**src/rtl/keypad_scan_debounce_if.sv**
```systemverilog
// Signal bundle between raw keypad pins / control logic and keypad_scan_debounce.
// The master drives key levels and selection; the slave (the scanner) drives the results.
interface keypad_if #(
  parameter int N_KEYS = 12,
  parameter int SEL_W  = 4
);
  logic [N_KEYS-1:0] i_key_in;
  logic              i_mode;
  logic [SEL_W-1:0]  i_sel;
  logic              o_key_out;
  logic [SEL_W-1:0]  o_key_code;
  logic              o_press_vld;
  logic              o_release;
  logic              o_busy;
  logic              o_sel_err;

  modport master (
    output i_key_in, i_mode, i_sel,
    input  o_key_out, o_key_code, o_press_vld, o_release, o_busy, o_sel_err
  );

  modport slave (
    input  i_key_in, i_mode, i_sel,
    output o_key_out, o_key_code, o_press_vld, o_release, o_busy, o_sel_err
  );
endinterface

```
**src/rtl/keypad_scan_debounce.sv**
```systemverilog
// Keypad front end: per-key synchroniser and debounce, then either a manual selector
// or a round-robin scan FSM that reports one held key with press/release pulses.
module keypad_scan_debounce #(
  parameter int N_KEYS     = 12,
  parameter int SEL_W      = 4,
  parameter int DEB_CYCLES = 8,
  parameter int CNT_W      = 4
) (
  input  logic    clk,
  input  logic    rst_n,
  keypad_if.slave kp
);

  localparam int               N_SLOTS  = 1 << SEL_W;
  localparam logic [CNT_W-1:0] DEB_LAST = CNT_W'(DEB_CYCLES - 1);
  localparam logic [SEL_W-1:0] LAST_KEY = SEL_W'(N_KEYS - 1);

  typedef enum logic {ST_SCAN, ST_HOLD} state_t;

  logic [N_KEYS-1:0] r_sync1;
  logic [N_KEYS-1:0] r_sync2;
  logic [N_KEYS-1:0] r_stable;
  logic [N_KEYS-1:0] r_stable_q;
  logic [CNT_W-1:0]  r_cnt [N_KEYS];

  state_t            r_state;
  logic              r_mode_q;
  logic [SEL_W-1:0]  r_idx;
  logic              r_key_out;
  logic [SEL_W-1:0]  r_key_code;
  logic              r_press;
  logic              r_release;
  logic              r_busy;
  logic              r_sel_err;

  // Synchroniser and debounce. A key's counter only runs while its synchronised level
  // disagrees with the accepted level, so a short glitch clears it before it can flip.
  always_ff @(posedge clk or negedge rst_n) begin
    if (!rst_n) begin
      r_sync1    <= '0;
      r_sync2    <= '0;
      r_stable   <= '0;
      r_stable_q <= '0;
      // NOTE: the counter array is small and every entry must start at 0, so it is reset
      // element by element rather than left to power-up values like a RAM.
      for (int k = 0; k < N_KEYS; k++) r_cnt[k] <= '0;
    end else begin
      // NOTE: non-blocking assignments let r_sync2 take the old r_sync1, forming a real
      // two-stage synchroniser instead of collapsing into one flop.
      r_sync1    <= kp.i_key_in;
      r_sync2    <= r_sync1;
      r_stable_q <= r_stable;
      for (int k = 0; k < N_KEYS; k++) begin
        if (r_sync2[k] == r_stable[k]) begin
          r_cnt[k] <= '0;
        end else if (r_cnt[k] == DEB_LAST) begin
          r_stable[k] <= ~r_stable[k];
          r_cnt[k]    <= '0;
        end else begin
          r_cnt[k] <= r_cnt[k] + 1'b1;
        end
      end
    end
  end

  // Zero-extend to the full code space so any selector value indexes safely.
  logic [N_SLOTS-1:0] w_stable_ext;
  logic [N_SLOTS-1:0] w_prev_ext;
  logic               w_sel_ok;
  logic               w_sel_cur;
  logic               w_sel_prev;
  logic               w_idx_hit;
  logic               w_hold_hit;
  logic [SEL_W-1:0]   w_idx_next;
  logic [SEL_W-1:0]   w_code_next;

  assign w_stable_ext = N_SLOTS'(r_stable);
  assign w_prev_ext   = N_SLOTS'(r_stable_q);
  assign w_sel_ok     = (kp.i_sel <= LAST_KEY);
  assign w_sel_cur    = w_stable_ext[kp.i_sel];
  assign w_sel_prev   = w_prev_ext[kp.i_sel];
  assign w_idx_hit    = w_stable_ext[r_idx];
  assign w_hold_hit   = w_stable_ext[r_key_code];
  assign w_idx_next   = (r_idx == LAST_KEY) ? '0 : r_idx + 1'b1;
  assign w_code_next  = (r_key_code == LAST_KEY) ? '0 : r_key_code + 1'b1;

  // Reporting: mode-change recovery, manual selector, or scan FSM. All outputs registered.
  always_ff @(posedge clk or negedge rst_n) begin
    if (!rst_n) begin
      r_state    <= ST_SCAN;
      r_mode_q   <= 1'b0;
      r_idx      <= '0;
      r_key_out  <= 1'b0;
      r_key_code <= '0;
      r_press    <= 1'b0;
      r_release  <= 1'b0;
      r_busy     <= 1'b0;
      r_sel_err  <= 1'b0;
    end else begin
      r_mode_q  <= kp.i_mode;
      r_press   <= 1'b0;
      r_release <= 1'b0;
      if (kp.i_mode != r_mode_q) begin
        r_key_out <= 1'b0;
        r_busy    <= 1'b0;
        r_sel_err <= 1'b0;
        r_state   <= ST_SCAN;
        r_idx     <= '0;
      end else if (!kp.i_mode) begin
        r_key_code <= kp.i_sel;
        r_busy     <= 1'b0;
        r_sel_err  <= ~w_sel_ok;
        if (w_sel_ok) begin
          r_key_out <= w_sel_cur;
          r_press   <= w_sel_cur & ~w_sel_prev;
          r_release <= ~w_sel_cur & w_sel_prev;
        end else begin
          r_key_out <= 1'b0;
        end
      end else begin
        r_sel_err <= 1'b0;
        case (r_state)
          ST_SCAN: begin
            if (w_idx_hit) begin
              r_key_code <= r_idx;
              r_press    <= 1'b1;
              r_key_out  <= 1'b1;
              r_busy     <= 1'b1;
              r_state    <= ST_HOLD;
            end else begin
              r_idx <= w_idx_next;
            end
          end
          ST_HOLD: begin
            // Resume just past the released key so every key gets its turn.
            if (!w_hold_hit) begin
              r_release <= 1'b1;
              r_key_out <= 1'b0;
              r_busy    <= 1'b0;
              r_idx     <= w_code_next;
              r_state   <= ST_SCAN;
            end
          end
          default: r_state <= ST_SCAN;
        endcase
      end
    end
  end

  assign kp.o_key_out   = r_key_out;
  assign kp.o_key_code  = r_key_code;
  assign kp.o_press_vld = r_press;
  assign kp.o_release   = r_release;
  assign kp.o_busy      = r_busy;
  assign kp.o_sel_err   = r_sel_err;

endmodule

```
**src/flat_wrapper.sv**
```systemverilog
// flat-port wrapper written by rule: the top's interface ports become plain ports
module keypad_scan_debounce_flat 
#(
  parameter int N_KEYS     = 12,
  parameter int SEL_W      = 4,
  parameter int DEB_CYCLES = 8,
  parameter int CNT_W      = 4
)
  (clk, rst_n, kp_i_key_in, kp_i_mode, kp_i_sel, kp_o_key_out, kp_o_key_code, kp_o_press_vld, kp_o_release, kp_o_busy, kp_o_sel_err);
  keypad_if #(.N_KEYS(N_KEYS), .SEL_W(SEL_W)) kp_i ();
  input  logic clk;
  input  logic rst_n;
  input wire logic [$bits(kp_i.i_key_in)-1:0] kp_i_key_in;
  input wire logic [$bits(kp_i.i_mode)-1:0] kp_i_mode;
  input wire logic [$bits(kp_i.i_sel)-1:0] kp_i_sel;
  output wire logic [$bits(kp_i.o_key_out)-1:0] kp_o_key_out;
  output wire logic [$bits(kp_i.o_key_code)-1:0] kp_o_key_code;
  output wire logic [$bits(kp_i.o_press_vld)-1:0] kp_o_press_vld;
  output wire logic [$bits(kp_i.o_release)-1:0] kp_o_release;
  output wire logic [$bits(kp_i.o_busy)-1:0] kp_o_busy;
  output wire logic [$bits(kp_i.o_sel_err)-1:0] kp_o_sel_err;
  assign kp_i.i_key_in = kp_i_key_in;
  assign kp_i.i_mode = kp_i_mode;
  assign kp_i.i_sel = kp_i_sel;
  assign kp_o_key_out = kp_i.o_key_out;
  assign kp_o_key_code = kp_i.o_key_code;
  assign kp_o_press_vld = kp_i.o_press_vld;
  assign kp_o_release = kp_i.o_release;
  assign kp_o_busy = kp_i.o_busy;
  assign kp_o_sel_err = kp_i.o_sel_err;
  keypad_scan_debounce #(.N_KEYS(N_KEYS), .SEL_W(SEL_W), .DEB_CYCLES(DEB_CYCLES), .CNT_W(CNT_W)) u_core (.clk(clk), .rst_n(rst_n), .kp(kp_i));
endmodule
```
**config.mk**
```make
export PLATFORM = sky130hd
export DESIGN_NAME = keypad_scan_debounce_flat
export DESIGN_NICKNAME = d
export VERILOG_FILES = /design/src/rtl/keypad_scan_debounce_if.sv /design/src/rtl/keypad_scan_debounce.sv /design/src/flat_wrapper.sv
export SDC_FILE = /design/constraint.sdc
export NUM_CORES = 1
export LEC_CHECK = 0
export ABC_AREA = 1
export CAP_MARGIN = 5
export CORE_MARGIN = 8
export CORE_UTILIZATION = 40
export DETAILED_ROUTE_END_ITERATION = 7
export SYNTH_ARGS = -nofsm -noshare
export SYNTH_HDL_FRONTEND = slang
export SYNTH_SLANG_ARGS = --single-unit
```
**constraint.sdc**
```tcl
create_clock -name clk -period 3.87 [get_ports clk]
set_clock_uncertainty 0.1 [all_clocks]
set_input_delay 0.387 -clock clk [delete_from_list [all_inputs] [get_ports clk]]
set_output_delay 0.387 -clock clk [all_outputs]
set_load 0.01 [all_outputs]
```
* After elaboration in Yosys (flattened, before gate mapping)
Cells that the tools add are included.
Storage, ports and cells: flip-flop bits (word level) 111, output and inout bits 9
Operators by class: $add $sub $neg 14, magnitude comparators 4, equality and inequality tests 33, muxes and demuxes 66, bitwise gates (word level) 31, reductions and logical operators 16
Operators by type and width (number):
- 4-bit 2-to-1 mux | 33
- 4-bit by 1-bit adder with 4-bit output (second input constant) | 14
- 4-bit by 3-bit == test with 1-bit output (second input constant) | 12
- 1-bit NOT | 29
- 1-bit 2-to-1 mux | 26
- 2-bit AND reduction | 13
- 1-bit binary-select mux with 4-bit select | 4
- 4-bit by 5-bit less-than comparator with 1-bit output (second input constant) | 3
- 1-bit == test | 12
- 4-bit == test (second input constant) | 2
- 4-bit one-hot mux with 2 select lines | 1
- 3-bit != test (second input constant) | 2
- 3-bit AND reduction | 2
- 4-bit <= comparator (second input constant) | 1
- 4-bit by 2-bit != test with 1-bit output (second input constant) | 1
- 4-bit != test (second input constant) | 1
- 1-bit one-hot mux with 2 select lines | 2
- 1-bit AND | 2
- 2-bit by 1-bit != test with 1-bit output (second input constant) | 1
- 2-bit != test (second input constant) | 1
- 2-bit nonzero test | 1
- 1-bit != test | 1

* Depth between registers and ports, before layout
depth in word-level cells 7, depth in mapped cells 10, gate-level depth less buffers 10

* Least setup slack after synthesis
OpenSTA, ideal clock, no wires.
kind input port to flip-flop, start in kp_i_mode, end reg u_core.r_key_out (netlist: u_core.kp.o_key_out), arrival 1.635 ns, path slack 2.009 ns, cell stages on the path 8, cells stage by stage buf_2 > inv_1 > ha_1 > nor2_1 > nand2_1 > nand3b_1 > nand2_2 > o21ai_0
Between the ends: longest elaborated chain between the ends 3, elaborated cells between the ends (all ways) 6, those cells by class eq/ne: 3; mux: 2; reduce/logical: 1
Ends and longest elaborated chain:
- from (decl) | line flat_wrapper.sv:14 | input wire logic [$bits(kp_i.i_mode)-1:0] kp_i_mode;
- 1-bit != test | line keypad_scan_debounce.sv:103 | if (kp.i_mode != r_mode_q) begin
- 4-bit != test (no source line) or 4-bit by 2-bit != test with 1-bit output (tied branches)
- 2-bit AND reduction (no source line)
- to (signal assigned) | line keypad_scan_debounce.sv:114 | r_key_out <= w_sel_cur;
- to (decl) | line keypad_scan_debounce.sv:29 | logic r_key_out;
Parallel ways exist; a longest one is shown, timed or not. A chain may end at the register's enable or synchronous reset.

* Final worst setup path
start in kp_i_mode, end reg u_core.r_busy (netlist: u_core.kp.o_busy)
Between the ends: longest elaborated chain between the ends 3, elaborated cells between the ends (all ways) 6, those cells by class eq/ne: 3; mux: 2; reduce/logical: 1
Ends and longest elaborated chain:
- 1-bit != test | line keypad_scan_debounce.sv:103
- 4-bit != test (no source line) or 4-bit by 2-bit != test with 1-bit output (tied branches)
- 2-bit AND reduction (no source line)
- to (signal assigned) | line keypad_scan_debounce.sv:97 | r_busy <= 1'b0;
- to (signal assigned) | line keypad_scan_debounce.sv:105 | r_busy <= 1'b0;
- to (signal assigned) | line keypad_scan_debounce.sv:111 | r_busy <= 1'b0;
- to (decl) | line keypad_scan_debounce.sv:33 | logic r_busy;
Parallel ways exist; a longest one is shown, timed or not.

==> impl_metrics.tcl <==
set metrics [dict create \
    clock_sinks 111 \
    switching_power_mw 1.27 \
    p_int_mw 2.56 \
    met3_length_um 506 \
    initial_utilization_pct 40.6 \
    status "finished clean" \
    cts_hold_buf 0 \
    root_buffer "clkbuf_16" \
    path_cells "clkdlybuf4s50_1 -> inv_1 -> ha_1 -> nor2_1 -> nand2_1 -> nand3b_1 -> nand2_2 -> o21ai_0" \
    core_area_um2 11900 \
    p_sw_share_pct 33.2 \
    fin_tns_setup_ps 0 \
    ys_types 30 \
    dp_hpwl_um 6560 \
    cp.arrival_ps 2510 \
    synth_top_area_share_pct 57.6 \
    peakVddDrop_v 0.000249 \
    synth_top_cell_by_area "dfrtp_1" \
    cts_resized 0 \
    ios 28 \
    hold_viol_final 0 \
    synth_edf_count 0 \
    timing.max_slew.rel_slack_pct 41.1 \
    final_cell_mix "111 x dfrtp_1, 79 x nor2_1, 67 x nand2_1, 51 x inv_1, 46 x nand3_1" \
    power_frac_comb_pct 27.1 \
    top_layer_used "met4" \
    syn_area_um2 4820 \
    postSynthCellCount 495 \
    grt_pass1_vias 3378 \
    worstSetupPathType "primary input to flop" \
    slew_viol_final 0 \
    fp.dieH_um 126 \
    final_common_cell "dfrtp_1" \
    finalPower_mw 3.82 \
    worst_pin_slew_ps 884 \
    layout_min_cycle_time_ps 2380 \
    path_clk_slew_ps 70 \
    grt-ovfl-total 0 \
    first_pass_iters 4 \
    power.clock.fraction_pct 27.6 \
    port_buffers 27 \
    cts_buffers 9 \
    synthFlopType "dfrtp_1" \
    crit_family "buffers and inverters" \
    clk_latency_ps 350 \
    initialDrtViolationCount 203 \
    antenna-diode-count 0 \
    fill_cells 1130 \
    viasPerCell 4.91 \
    synth-seq-area-share_pct 57.6 \
    fmax_ghz 0.421 \
    drt-met1-wl_um 4160 \
    yosys_register_bits 111 \
    setup_violations 0 \
    num_rows 40 \
    cts_tree "yes" \
    rsz0062_at_grt "false" \
    synthTopCellsByArea "dfrtp_1 58%, nor2_1 6.2%, nand2_1 5.2%, nand3_1 4.8%, xnor2_1 4.2%" \
    area_delta_synth_final_pct 16.0 \
    yosys_warnings 0 \
    syn_area_per_cell_um2 9.73 \
    via_count 3336 \
    seqPwrFrac_pct 45.3 \
    crit_fanout 14 \
    antenna_found_initial 0 \
    hp-class "primary input to async pin" \
    cp-start-kind "primary input" \
    period_share_pct 61.4 \
    end_kind "flop" \
    cpPeakStageDelay_ps 760 \
    grt_use_total_pct 12.8 \
    power_density_nw_per_um2 684 \
    die-area_um2 15800 \
    slowest_stage "clkdlybuf4s50_1" \
    drt-total-wl_um 9100 \
    syn-num-nets 530 \
    wl_met2_um 4180 \
    antenna_left 0 \
    htree_levels 3 \
    layout.nets 564 \
    remaining_drc_errors 0 \
    postCtsSetupBuffers 0 \
    die_w_um 126 \
    grt_pass1_wl_um 16300 \
    wl_per_cell_um 13.4 \
    grt_max_degree 74 \
    max_cap_viol_count 0 \
    p_leak_nw 2.71 \
    synthArstFlopShare_pct 100 \
    cts_buffer_depth 2 \
    critical_path_buf_inv_count 2 \
    gp_congestion 0.832 \
    final_layout_size_suffix_gt1_share_pct 6.19 \
    required_ps 4000 \
]
==> final cells by class <==
type                            instances  area, um2  area share, %
Clock buffer                           12        256           4.59
Clock inverter                          3       90.1           1.61
Inverter                               53        199           3.56
Multi-Input combinational cell        325       1800           32.2
Sequential cell                       111       2780           49.7
Tap cell                              147        184           3.29
Timing Repair Buffer                   29        283           5.06
==> stage by stage <==
stage	std cells	area [um2]	setup slack (ps)	util, %	hold WS (ps)
4_1_cts	680	5590	1510	47.1	90.4
5_1_grt	680	5590	1290	47.1	146
2_1_floorplan	495	4820	2010	-	-8.59
6_report	680	5590	1490	47.1	65.3
3_5_place_dp	665	5240	1140	44.2	235
3_3_place_gp	665	5240	1200	44.2	233
==> worst paths after layout <==
path                                      endpoint  slack, ps               from  depth (start not counted)
min in group clk                 u_core.r_sync2[7]        240  u_core.r_sync1[7]                          0
max in group asynchronous         u_core.r_cnt[29]       2770              rst_n                          2
hold reg to reg                  u_core.r_sync2[7]        240  u_core.r_sync1[7]                          0
setup / recovery                  u_core.kp.o_busy       1490          kp_i_mode                          8
setup reg to reg           u_core.kp.o_key_code[2]       1910    u_core.r_idx[0]                         10
hold / removal                    u_core.r_cnt[39]         70              rst_n                          1
==> cell usage after synthesis (all sizes together) (3+ instances only) <==
| master | n |
|---|---|
| o21ai | 34 |
| xor2 | 12 |
| nand3 | 48 |
| dfrtp | 111 |
| a21oi | 18 |
| ha | 16 |
| nor3 | 3 |
| nor2 | 79 |
| xnor2 | 23 |
| mux2 | 3 |
| buf | 4 |
| inv | 53 |
| nand2 | 71 |
| nand3b | 12 |
==> cells by family after synthesis <==
| logic type | synth area share [%] |
|---|---|
| compound gates | 6.60 |
| xor+xnor | 6.36 |
| fa+ha+maj | 4.15 |
| buf+inv | 4.99 |
| flops | 57.6 |
| mux | 0.701 |
| simple gates | 19.6 |
==> sequential cells by signal, summed over array words and instances, names as in the netlist, 4 cells and up <==
name	flops
u_core.r_sync1	12
u_core.r_stable_q	12
u_core.kp.o_key_code	4
u_core.r_idx	4
u_core.r_cnt	48
u_core.r_sync2	12
u_core.r_stable	12
==> power groups by stage <==
stage / Clock [mW] / Combinational (mW) / Sequential, mW
3_3_place_gp: 0 / 1.01 / 1.74
4_1_cts: 1.10 / 1.05 / 1.74
5_1_grt: 1.14 / 1.22 / 1.78
2_1_floorplan: 0 / 0.790 / 1.67
6_report: 1.06 / 1.04 / 1.73
3_5_place_dp: 0 / 1.04 / 1.75
==> metal layers <==
metal	up-vias	track usage [%]
met1	1610	15.9
li1	1652	-
met2	59	19.3
met3	15	4.64
met4	0	6.58
met5	-	0
No activity file was read; power rests on OpenSTA's default activity.
